<file path="src/rtl/reqc_s_fifo_ctl.sv">
// Pointer and flow-control stage for the 4-entry request-channel buffer RAM.
// Drives the RAM write port and a look-ahead read address; the RAM registers the read address.
module reqc_s_fifo_ctl #(
  parameter int DW       = 36,
  parameter int AW       = 2,
  parameter int AFULL_TH = 3
) (
  input  logic          clk,
  input  logic          rst_n,
  input  logic          flush,
  input  logic          in_valid,
  output logic          in_ready,
  input  logic [DW-1:0] in_data,
  output logic          out_valid,
  input  logic          out_ready,
  output logic [DW-1:0] out_data,
  output logic [AW:0]   count,
  output logic          almost_full,
  output logic          ovf_err,
  input  logic          err_clr,
  output logic          ram_wen,
  output logic [AW-1:0] ram_wadr,
  output logic [DW-1:0] ram_wdata,
  output logic [AW-1:0] ram_radr,
  input  logic [DW-1:0] ram_rdata
);

  localparam int          DEPTH     = 1 << AW;
  localparam logic [AW:0] CNT_FULL  = (AW+1)'(DEPTH);
  localparam logic [AW:0] CNT_AFULL = (AW+1)'(AFULL_TH);

  logic [AW-1:0] wr_ptr;
  logic [AW-1:0] rd_ptr;
  logic [AW:0]   cnt;
  logic          ovf_q;
  logic          full;
  logic          empty;
  logic          push;
  logic          pop;

  assign full  = (cnt == CNT_FULL);
  assign empty = (cnt == '0);

  // flush wins over both transfers; a full FIFO never accepts, even while popping.
  assign push = in_valid & ~full & ~flush;
  assign pop  = ~empty & out_ready & ~flush;

  assign in_ready    = ~full;
  assign out_valid   = ~empty;
  assign count       = cnt;
  assign almost_full = (cnt >= CNT_AFULL);
  assign ovf_err     = ovf_q;

  assign ram_wen   = push;
  assign ram_wadr  = wr_ptr;
  assign ram_wdata = in_data;

  // The RAM read is async from its registered address, so out_data is the RAM output as-is.
  assign out_data = ram_rdata;

  // Look ahead by one entry on pop so the RAM already holds the next head after the edge.
  always_comb begin
    // NOTE: assign a default before any condition so no path leaves the output unassigned (no latch).
    ram_radr = rd_ptr + AW'(pop);
    if (flush) ram_radr = '0;
  end

  // NOTE: sequential state uses non-blocking assignments so every flop samples pre-edge values.
  always_ff @(posedge clk or negedge rst_n) begin
    if (!rst_n) begin
      wr_ptr <= '0;
      rd_ptr <= '0;
      cnt    <= '0;
    end else if (flush) begin
      wr_ptr <= '0;
      rd_ptr <= '0;
      cnt    <= '0;
    end else begin
      if (push) wr_ptr <= wr_ptr + 1'b1;
      if (pop)  rd_ptr <= rd_ptr + 1'b1;
      case ({push, pop})
        2'b10:   cnt <= cnt + 1'b1;
        2'b01:   cnt <= cnt - 1'b1;
        default: cnt <= cnt;
      endcase
    end
  end

  // Sticky overflow-attempt flag; flush leaves it alone and err_clr beats a new set.
  always_ff @(posedge clk or negedge rst_n) begin
    if (!rst_n)                ovf_q <= 1'b0;
    else if (err_clr)          ovf_q <= 1'b0;
    else if (in_valid && full) ovf_q <= 1'b1;
  end

endmodule

</file>
<file path="config.mk">
export PLATFORM = sky130hd
export DESIGN_NAME = reqc_s_fifo_ctl
export DESIGN_NICKNAME = d
export VERILOG_FILES = /design/src/rtl/reqc_s_fifo_ctl.sv
export SDC_FILE = /design/constraint.sdc
export NUM_CORES = 1
export LEC_CHECK = 0
export ABC_AREA = 1
export BUFFER_PORTS_ARGS = -buffer_cell sky130_fd_sc_hd__buf_2
export CORE_ASPECT_RATIO = 0.7
export CORE_MARGIN = 5
export CORE_UTILIZATION = 32
export CTS_CLUSTER_SIZE = 8
export DETAILED_ROUTE_END_ITERATION = 10
export PLACE_DENSITY = 0.88
export SLEW_MARGIN = 0
export SYNTH_ARGS = -nofsm -noshare
export SYNTH_HDL_FRONTEND = slang
export SYNTH_SLANG_ARGS = --single-unit
</file>
<file path="constraint.sdc">
create_clock -name clk -period 2.6 [get_ports clk]
set_input_delay 0.78 -clock clk [delete_from_list [all_inputs] [get_ports clk]]
set_output_delay 0.78 -clock clk [all_outputs]
set_load 0.01 [all_outputs]
</file>
Yosys cells after proc, flatten, opt, wreduce, memory -nomap -nowiden
Index checks and enable logic that the tools add are counted.
{"block": "word_totals", "inputBits": 78, "regBits": 8, "wordCells": 35, "out_inout_bits": 84}
{"block": "op_classes", "magnitude_cmp": 1, "muxes": 9, "bitwise_logic": 7, "n_reduce_logical": 6, "addsub": 5, "n_eq_ne": 3}
{"op": "2-bit two-way mux", "count": 5}
{"op": "3-bit one-hot mux with 2 select lines", "count": 1}
{"op": "2-bit nonzero test", "count": 3}
{"op": "2-bit by 1-bit adder with 2-bit output (second input constant)", "count": 2}
{"op": "1-bit AND", "count": 4}
{"op": "3-bit by 1-bit adder with 3-bit output (second input constant)", "count": 1}
{"op": "3-bit == test (second input constant)", "count": 1}
{"op": "3-bit by 2-bit >= comparator with 1-bit output (second input constant)", "count": 1}
{"op": "3-bit logical NOT", "count": 1}
{"op": "3-bit two-way mux", "count": 1}
{"op": "1-bit NOT", "count": 3}
{"op": "3-bit nonzero test", "count": 1}
{"op": "3-bit by 1-bit subtractor with 3-bit output (second input constant)", "count": 1}
{"op": "2-bit by 1-bit adder with 2-bit output", "count": 1}
{"op": "2-bit by 1-bit == test with 1-bit output (second input constant)", "count": 1}
{"op": "2-bit == test (second input constant)", "count": 1}
{"op": "1-bit two-way mux", "count": 2}
{"op": "1-bit logical AND", "count": 1}

Depth between registers and ports, before layout
Gate-level depths: netlist (run 1).
{"block": "depth", "ltp_word": 7, "ltp_mapped": 12, "ltp_nobuf": 12}

Least setup slack after synthesis (run 1)
No wires, ideal clock.
{"block": "synth_timing", "path_type": "register -> output", "startpoint": "register cnt[0] (netlist: count[0])", "endpoint": "output port ram_radr[1]", "t_arrival_ps": 1440, "stages_incl_launch_ff": 8, "slack_ps": 380, "required_ps": 1820, "path_buffers": 0, "path_cell_list": "dfrtp_1 -> nor2_2 -> nand2_1 -> nand3_1 -> inv_1 -> ha_1 -> xnor2_1 -> nor2_1"}
{"block": "synth_between", "elab_chain_len": 6}
{"element": "start, declared", "line_no": "34", "text": "logic [AW:0] cnt;"}
{"element": "start signal, assigned", "line_no": "82", "text": "2'b10: cnt <= cnt + 1'b1;"}
{"element": "start signal, assigned", "line_no": "83", "text": "2'b01: cnt <= cnt - 1'b1;"}
{"element": "start signal, assigned", "line_no": "84", "text": "default: cnt <= cnt;"}
{"element": "3-bit logical NOT", "line_no": "42", "text": "assign empty = (cnt == '0);"}
{"element": "1-bit NOT"}
{"element": "via out_valid", "line_no": "14", "text": "output logic out_valid,"}
{"element": "1-bit AND (2 in series)", "line_no": "46", "text": "assign pop = ~empty & out_ready & ~flush;"}
{"element": "2-bit by 1-bit adder with 2-bit output", "line_no": "64", "text": "ram_radr = rd_ptr + AW'(pop);"}
{"element": "2-bit two-way mux", "line_no": "65", "text": "if (flush) ram_radr = '0;"}
{"element": "end, declared", "line_no": "24", "text": "output logic [AW-1:0] ram_radr,"}
The timed path passes the listed nets, and every way through them passes these cells.

Worst setup path after layout (run 1)
{"block": "layout_timing", "startpoint": "input port flush", "endpoint": "output port ram_radr[1]"}
{"block": "layout_between", "elab_chain_len": 4}
{"element": "start, declared", "line_no": "10", "text": "input logic flush,"}
{"element": "1-bit NOT", "line_no": "46"}
{"element": "1-bit AND", "line_no": "46"}
{"element": "2-bit by 1-bit adder with 2-bit output", "line_no": "64"}
{"element": "2-bit two-way mux (*)", "line_no": "65"}
Every way passes the cells marked *; elsewhere a longest branch is shown, timed or not.

==> flow_summary.json, run 1 <==
{
  "r2r_cells": 13,
  "grt-ovfl-total": 0,
  "maxSlewViolCount": 0,
  "post-synth-top-count-cell": "buf_4",
  "die_height_um": 58.0,
  "p_leak_nw": 0.386,
  "grt_max_degree": 9,
  "synthDistinctLibCells": 19,
  "crit_fanout": 8,
  "cts_max_level": 1,
  "clockBufferDepth": 2,
  "wl_per_cell_um": 13.8,
  "p_clk_frac": 0.212,
  "hold_path_class": "in -> async",
  "grt_setup_unrepaired": "no",
  "routabilityCongestion": 0.703,
  "yosys.area.top_type": "buf_4",
  "cts-root-buf": "clkbuf_8",
  "outcome": "finished, final reports clean",
  "skew_ns": 0.000376,
  "power.switching_uw": 289,
  "synthArstFlopShare": 1.00,
  "area_delta_synth_final_pct": -33.1,
  "arrival_ns": 1.71,
  "drv_cap": 0,
  "yosysWarnings": 0,
  "yosys_most_used_dff": "dfrtp_1",
  "dpl.hpwl_mm": 1.45,
  "r2r_end": "count[2]",
  "ir_drop_mv": 0.198,
  "drive_above_1_share": 0.402,
  "fin_setup_tns_ns": 0,
  "path_clk_slew_ns": 0.04,
  "insertion_delay_ns": 0.22,
  "grt_pass1_wl_mm": 2.64,
  "cts_tree": "built",
  "track_usage": 0.0779,
  "crit_slowest_cell": "ha_1",
  "port_buffers": 17,
  "die_w_um": 78.6,
  "start_kind": "input pin",
  "p_sw_frac": 0.420,
  "coreArea_mm2": 0.00317,
  "seq_area_frac_synth": 0.190,
  "insertedDiodeCount": 0,
  "tightest_slew_ns": 0.238,
  "cts_buffers": 3,
  "finalHoldViolCount": 0,
  "ys_top_cells_by_count": "buf_4 (72), nand2_1 (17), dfrtp_1 (8)",
  "synth_area_leaders": "buf_4 (51%), dfrtp_1 (19%), nand2_1 (6.0%), inv_1 (2.5%), nor2_1 (2.5%)",
  "intPower_uw": 400,
  "synthesis.area_mm2": 0.00105,
  "critPathCaptureType": "output port",
  "drt_iter0_markers": 3,
  "rrSetupSlack_ns": 0.56,
  "grt_pass1_vias": 540,
  "syn_area_per_cell_um2": 7.70,
  "timing.slew.headroom": 0.841,
  "netlist_instances": 137,
  "r2r-start": "count[0]",
  "io_pins": 162,
  "fp-row-count": 17,
  "layout.nets": 169,
  "initial_core_util": 0.333,
  "vias": 547,
  "path_cells": "clkbuf_4 -> inv_8 -> nand3_1 -> inv_1 -> ha_1 -> xnor2_1 -> nor2_1 -> buf_2",
  "max_freq_mhz": 402,
  "worst-setup-path-type": "in -> out",
  "seqPwrFrac": 0.284,
  "layout_min_cycle_time_ns": 2.49,
  "antenna_left": 0,
  "post-route-period-util": 0.957,
  "final-setup-viol-count": 0,
  "worst_path_largest_cell_delay_ns": 0.18,
  "powerDensity_mw_per_mm2": 976,
  "synth_top_area_frac": 0.512,
  "crit_required_ns": 1.82,
  "drt_wl_total_mm": 1.73,
  "clock_sinks": 8,
  "avgViaCountPerCell": 4.38,
  "antenna_found_initial": 0,
  "drcViolationCount": 0,
  "p_comb_frac": 0.504,
  "dieArea_mm2": 0.00456,
  "whs_ns": 0.391,
  "dr.pass1.iters": 3,
  "syn_nets": 217,
  "ys_ff_latch": 8,
  "synth_edf_count": 0
}
-- worst max-delay path by stage --
stage,endpoint,slack (ns),startpoint
after floorplan,ram_radr[1],0.38,count[0]
after global placement,ram_radr[1],0.11,flush
after detailed placement,ram_radr[1],0.08,flush
after CTS,ram_radr[1],0.07,flush
after global routing,ram_radr[0],0.02,flush
final,ram_radr[1],0.11,flush
-- power groups by stage --
stage | sequential, mW | combinational (mW) | clock (mW)
2_1_floorplan | 0.213 | 0.309 | 0
3_3_place_gp | 0.199 | 0.346 | 0
3_5_place_dp | 0.199 | 0.353 | 0
4_1_cts | 0.198 | 0.355 | 0.150
5_1_grt | 0.205 | 0.392 | 0.157
6_report | 0.196 | 0.347 | 0.146
-- placed cells by master, fill, tap and decap left out, types with 4 or more instances in the layout --
master,synthesis,routed
nand2_2,4,4
inv_1,7,7
dfrtp_1,8,8
nor2_1,7,7
nand2_1,17,17
buf_2,0,16
-- cells by family after synthesis --
| kind of cell | after synthesis | share of synthesized area |
|---|---|---|
| adder cells (fa/ha/maj) | 2 | 0.0308 |
| buffers and inverters | 83 | 0.559 |
| AND/OR/NAND/NOR | 34 | 0.157 |
| XOR/XNOR | 2 | 0.0166 |
| flip-flops | 8 | 0.190 |
| AO/OA/AOI/OAI | 8 | 0.0474 |
-- cell type report --
cell class | count | area, um^2
Timing Repair Buffer | 19 | 103
Inverter | 11 | 48.8
Sequential cell | 8 | 200
Multi-Input combinational cell | 46 | 265
Clock buffer | 3 | 41.3
Tap cell | 38 | 47.5
Fill cell | 342 | 2460
-- per-stage QoR --
step / instance area (um^2) / setup WS, ns / utilization / power [mW] / instances
4_1_cts: 703 / 0.0749 / 0.222 / 0.703 / 125
3_3_place_gp: 662 / 0.112 / 0.209 / 0.545 / 122
3_5_place_dp: 662 / 0.0777 / 0.209 / 0.552 / 122
6_report: 706 / 0.113 / 0.223 / 0.689 / 125
5_1_grt: 706 / 0.0194 / 0.223 / 0.753 / 125
2_1_floorplan: 1050 / 0.380 / - / 0.522 / 137
-- worst max-delay path: cells and delay by family --
family,cells,cell delay [ns]
adder cells (fa/ha/maj),1,0.18
XOR/XNOR,1,0.15
buffers and inverters,4,0.42
AND/OR/NAND/NOR,2,0.17
-- registers in the layout (all words and copies together), names as in the netlist --
name and count:
rd_ptr 2, ram_wadr 2, count 3, ovf_err 1
-- what timing repair did --
| item | in CTS | in global routing |
|---|---|---|
| setup buffers | 0 | 0 |
| setup endpoints to repair | 0 | 2 |
| resized for setup | 0 | 1 |
| hold buffers | 0 | 0 |
-- per-layer routing --
layer,wire length (um),track usage,up-vias
li1,-,-,244
met1,635,0.0758,235
met2,692,0.0919,64
met3,386,0.101,4
met4,11,0.0349,0
met5,0,0,-
No activity file was read; power rests on OpenSTA's default activity.
==> run 2, diff against run 1 <==
--- a/config.mk
+++ b/config.mk
@@ -12,6 +12,7 @@
 export CORE_UTILIZATION = 32
 export CTS_CLUSTER_SIZE = 8
 export DETAILED_ROUTE_END_ITERATION = 10
+export GPL_TIMING_DRIVEN = 0
 export PLACE_DENSITY = 0.88
 export SLEW_MARGIN = 0
 export SYNTH_ARGS = -nofsm -noshare
==> run 2 against run 1 <==
Compared with the run above:
- non-clock buffer count up 142
- clock skew about the same
- cell area up 130%
- critical endpoint unchanged
- largest cell class is now buffers
- largest power group unchanged
==> flow_summary.json, run 2 (same netlist as run 1, synthesis figures left out) <==
{
  "insertion_delay_ns": 0.23,
  "coreArea_mm2": 0.00317,
  "post-cts-setup-buffer-count": 0,
  "vias": 1039,
  "hold_buffers": 0,
  "routabilityCongestion": 0.819,
  "area_delta_synth_final_pct": 51.5,
  "hold_path_class": "in -> async",
  "avgViaCountPerCell": 3.89,
  "antenna_left": 0,
  "final_cell_mix": "buf_2 (88), buf_4 (73), nand2_1 (17)",
  "critPathCaptureType": "output port",
  "cts-root-buf": "clkbuf_8",
  "arrival_ns": 1.68,
  "crit_required_ns": 1.82,
  "dpl.hpwl_mm": 2.95,
  "dr.pass1.iters": 4,
  "max_freq_mhz": 406,
  "grt_max_degree": 9,
  "final_cell_area_mm2": 0.00160,
  "initial_core_util": 0.333,
  "io_pins": 162,
  "drv_cap": 0,
  "outcome": "finished, final reports clean",
  "track_usage": 0.122,
  "antenna_found_initial": 0,
  "timing.slew.headroom": 0.837,
  "layout.nets": 311,
  "final-setup-viol-count": 0,
  "finalPower_uw": 848,
  "layout_min_cycle_time_ns": 2.46,
  "drt_iter0_markers": 11,
  "die_w_um": 78.6,
  "finalHoldViolCount": 0,
  "start_kind": "input pin",
  "cts_tree": "built",
  "placed_cell_area_mm2": 0.00155,
  "ir_drop_mv": 0.349,
  "nFillCells": 332,
  "tightest_slew_ns": 0.245,
  "grt_pass1_wl_mm": 4.52,
  "whs_ns": 0.391,
  "place_ws_ns": 0.0708,
  "grt-ovfl-total": 0,
  "clockBufferDepth": 2,
  "skew_ns": 0.000513,
  "cts_max_level": 1,
  "p_leak_nw": 1.01,
  "crit_fanout": 8,
  "cts_buffers": 3,
  "grt_pass1_vias": 974,
  "wl_per_cell_um": 12.1,
  "dieArea_mm2": 0.00456,
  "path_clk_slew_ns": 0.04,
  "largest_reg_flops": 3,
  "clock_sinks": 8,
  "drcViolationCount": 0,
  "die_height_um": 58.0,
  "final_util": 0.504,
  "powerDensity_mw_per_mm2": 531,
  "worst-setup-path-type": "in -> out",
  "maxSlewViolCount": 0,
  "post-route-period-util": 0.948,
  "drt_wl_total_mm": 3.23,
  "fp-row-count": 17,
  "drive_above_1_share": 0.777,
  "insertedDiodeCount": 0,
  "mostFrequentLayoutCell": "buf_2",
  "layout_setup_ws_ns": 0.136,
  "port_buffers": 89
}
==> run 2: repair_timing <==
item / in CTS / in global routing
setup endpoints to repair: 0 / 2
endpoints found under the hold margin: 0 / 0
gates resized for setup: 0 / 4
==> run 2: routing by layer <==
layer / GRT usage / routed length, um / vias up
met4: 0.0399 / 23 / 0
met5: 0 / 0 / -
met2: 0.218 / 1850 / 49
met1: 0.141 / 1110 / 457
met3: 0.0373 / 250 / 4
li1: - / - / 529
==> run 2: final cells by class <==
class	count	area, um^2	area share
multi-input cells	46	270	0.169
plain buffers	72	541	0.338
clock buffers	3	41.3	0.0258
repair buffers	89	448	0.280
well taps	38	47.5	0.0298
inverters	11	48.8	0.0305
flip-flops and latches	8	201	0.126
==> run 2: power breakdown <==
| part | switching [mW] | total, mW | internal (mW) | leakage, nW |
|---|---|---|---|---|
| clock network | 0.0506 | 0.151 | 0.100 | 0.0216 |
| logic | 0.256 | 0.486 | 0.230 | 0.878 |
| registers | 0.0510 | 0.211 | 0.160 | 0.105 |
==> run 2: through the flow <==
| step | instances | TNS (ns) |
|---|---|---|
| global route | 267 | -0.00974 |
| detailed placement | 264 | 0 |
| global placement | 264 | 0 |
| finish | 267 | 0 |
| floorplan | 137 | 0 |
| CTS | 267 | 0 |
==> run 2: worst paths after layout <==
check / startpoint / end / slack, ns / cells past startpoint
hold reg to reg: ovf_err / ovf_err / 0.51 / 2
max in group asynchronous: rst_n / count[0] / 2.02 / 1
min in group clk: ovf_err / ovf_err / 0.51 / 2
setup reg to reg: count[0] / count[2] / 0.75 / 11
hold / removal: rst_n / rd_ptr[0] / 0.39 / 1
setup / recovery: flush / ram_radr[1] / 0.14 / 8
==> run 2: critical path, cell delays in order <==
cell and delay [ns]:
buf_4 0.14, inv_8 0.05, nand3_1 0.11, inv_1 0.08, ha_1 0.19, xnor2_1 0.12, nor2_1 0.08, buf_2 0.13
==> run 3, diff against run 2 <==
--- a/config.mk
+++ b/config.mk
@@ -7,13 +7,15 @@
 export LEC_CHECK = 0
 export ABC_AREA = 1
 export BUFFER_PORTS_ARGS = -buffer_cell sky130_fd_sc_hd__buf_2
+export CELL_PAD_IN_SITES_DETAIL_PLACEMENT = 1
+export CELL_PAD_IN_SITES_GLOBAL_PLACEMENT = 1
 export CORE_ASPECT_RATIO = 0.7
 export CORE_MARGIN = 5
-export CORE_UTILIZATION = 32
+export CORE_UTILIZATION = 18
 export CTS_CLUSTER_SIZE = 8
 export DETAILED_ROUTE_END_ITERATION = 10
 export GPL_TIMING_DRIVEN = 0
-export PLACE_DENSITY = 0.88
+export PLACE_DENSITY_LB_ADDON = 0.1
 export SLEW_MARGIN = 0
 export SYNTH_ARGS = -nofsm -noshare
 export SYNTH_HDL_FRONTEND = slang
==> run 3 against run 2 <==
Compared with the run above:
- die area rose by 65%
- cell count up 15%
- power up 1.5%
- sequential power about the same
- sequential share of layout area decreased by 0.53 points
- clock-buffer cell count unchanged
- critical path type unchanged
- critical endpoint unchanged
- highest routed layer unchanged
==> flow_summary.json, run 3 (same netlist as run 1, synthesis figures left out) <==
{
  "crit_slowest_cell": "ha_1",
  "path_buf_inv": 4,
  "routabilityCongestion": 0.694,
  "maxSlewViolCount": 0,
  "r2r-start": "count[0]",
  "layout_min_cycle_time_ns": 2.49,
  "crit_fanout": 8,
  "io_pins": 162,
  "worst-setup-path-type": "in -> out",
  "grt_pass1_vias": 1168,
  "layout_setup_ws_ns": 0.110,
  "antenna_found_initial": 0,
  "largest_reg_flops": 3,
  "cts_max_level": 1,
  "avgViaCountPerCell": 3.56,
  "area_delta_synth_final_pct": 57.2,
  "track_usage": 0.0819,
  "worst_path_largest_cell_delay_ns": 0.19,
  "mostFrequentLayoutCell": "buf_2",
  "die_height_um": 74.0,
  "skew_ns": 0.000249,
  "die_w_um": 101,
  "crit_required_ns": 1.82,
  "hold_path_class": "in -> async",
  "drive_above_1_share": 0.775,
  "grt_max_degree": 9,
  "finalHoldViolCount": 0,
  "drv_cap": 0,
  "cts-root-buf": "clkbuf_8",
  "outcome": "finished, final reports clean",
  "dieArea_mm2": 0.00752,
  "drcViolationCount": 0,
  "layout.nets": 313,
  "dpl.hpwl_mm": 3.23,
  "wl_per_cell_um": 11.2,
  "cp_top_family": "buffers and inverters",
  "nFillCells": 746,
  "clockBufferDepth": 2,
  "p_leak_nw": 1.02,
  "final_cell_mix": "buf_2 (88), buf_4 (74), nand2_1 (17)",
  "tightest_slew_ns": 0.294,
  "r2r_end": "count[2]",
  "final_util": 0.291,
  "critPathCaptureType": "output port",
  "powerDensity_mw_per_mm2": 519,
  "whs_ns": 0.394,
  "grt_pass1_wl_mm": 5.04,
  "insertion_delay_ns": 0.22,
  "path_cells": "clkbuf_4 -> inv_8 -> nand3_1 -> inv_1 -> ha_1 -> xnor2_1 -> nor2_1 -> buf_2",
  "start_kind": "input pin",
  "final_cells": 306,
  "drt_wl_total_mm": 3.44,
  "ir_drop_mv": 0.124,
  "max_freq_mhz": 402,
  "drt_iter0_markers": 3,
  "grt_setup_unrepaired": "no",
  "place_ws_ns": 0.0559,
  "cts_buffers": 3,
  "vias": 1090,
  "fin_setup_tns_ns": 0,
  "grt-ovfl-total": 0,
  "rrSetupSlack_ns": 0.60,
  "clock_sinks": 8,
  "path_clk_slew_ns": 0.04,
  "r2r_cells": 13,
  "arrival_ns": 1.71,
  "cts_tree": "built",
  "post-route-period-util": 0.958,
  "fp-row-count": 23,
  "antenna_left": 0,
  "port_buffers": 89,
  "initial_core_util": 0.185,
  "timing.slew.headroom": 0.804,
  "dr.pass1.iters": 2,
  "coreArea_mm2": 0.00570,
  "insertedDiodeCount": 0,
  "dp_cells": 301,
  "final-setup-viol-count": 0
}
## run 3: cell types whose count changed in the layout (fill, tap and decap cells not counted)
| cell | change |
|---|---|
| buf_4 | +1 |
| clkbuf_4 | +1 |
| dfrtp_1 | +1 |
| dfrtp_2 | -1 |
## run 3: metrics by stage
step                      power (mW)  area, um^2
after detailed placement       0.701        1590
after global routing           0.953        1660
after CTS                      0.854        1640
final                          0.861        1660
after global placement         0.698        1590
after floorplan                0.522        1050
## run 3: power breakdown
group	leakage, nW	total [mW]	internal [mW]	switching (mW)
combinational	0.888	0.504	0.249	0.255
clock	0.0216	0.146	0.100	0.0460
sequential	0.107	0.210	0.158	0.0522
total	1.02	0.861	0.507	0.354
## run 3: layout make-up
type	count	area, um^2	area share
clock buffers	3	41.3	0.0249
repair buffers	91	463	0.279
multi-input cells	46	270	0.163
inverters	11	48.8	0.0294
flip-flops and latches	8	200	0.121
well taps	75	93.8	0.0566
plain buffers	72	541	0.326
## run 3: worst max path at each step
stage          startpoint          end  slack (ns)  cells after the start
5_1_grt             flush  ram_radr[1]       0.008                      8
3_3_place_gp        flush  ram_radr[1]        0.06                      8
3_5_place_dp        flush  ram_radr[1]        0.06                      8
6_report            flush  ram_radr[1]        0.11                      8
2_1_floorplan    count[0]  ram_radr[1]        0.38                      7
4_1_cts          count[0]  ram_radr[1]        0.01                      8
## run 3: repair_timing
| action | in CTS | in global routing |
|---|---|---|
| setup endpoints to repair | 0 | 2 |
| hold buffers | 0 | 0 |
| gates resized for setup | 0 | 2 |
| setup buffers | 0 | 2 |
## run 3: worst reg2reg max path: cells and delay by family (launching register included)
kind                       cells  cell delay, ns
and+or+nand+nor                8            0.58
xor gates and xnor gates       1            0.19
adders and majority gates      1            0.37
buffers and inverters          3            0.26
DFF                            1            0.50
## run 3: per-layer routing
| layer | GRT usage | part of all wire | routed length (um) |
|---|---|---|---|
| met2 | 0.147 | 0.53 | 1810 |
| met4 | 0.0310 | 0.011 | 39 |
| met3 | 0.0244 | 0.13 | 437 |
| met5 | 0 | 0 | 0 |
| met1 | 0.0922 | 0.33 | 1150 |
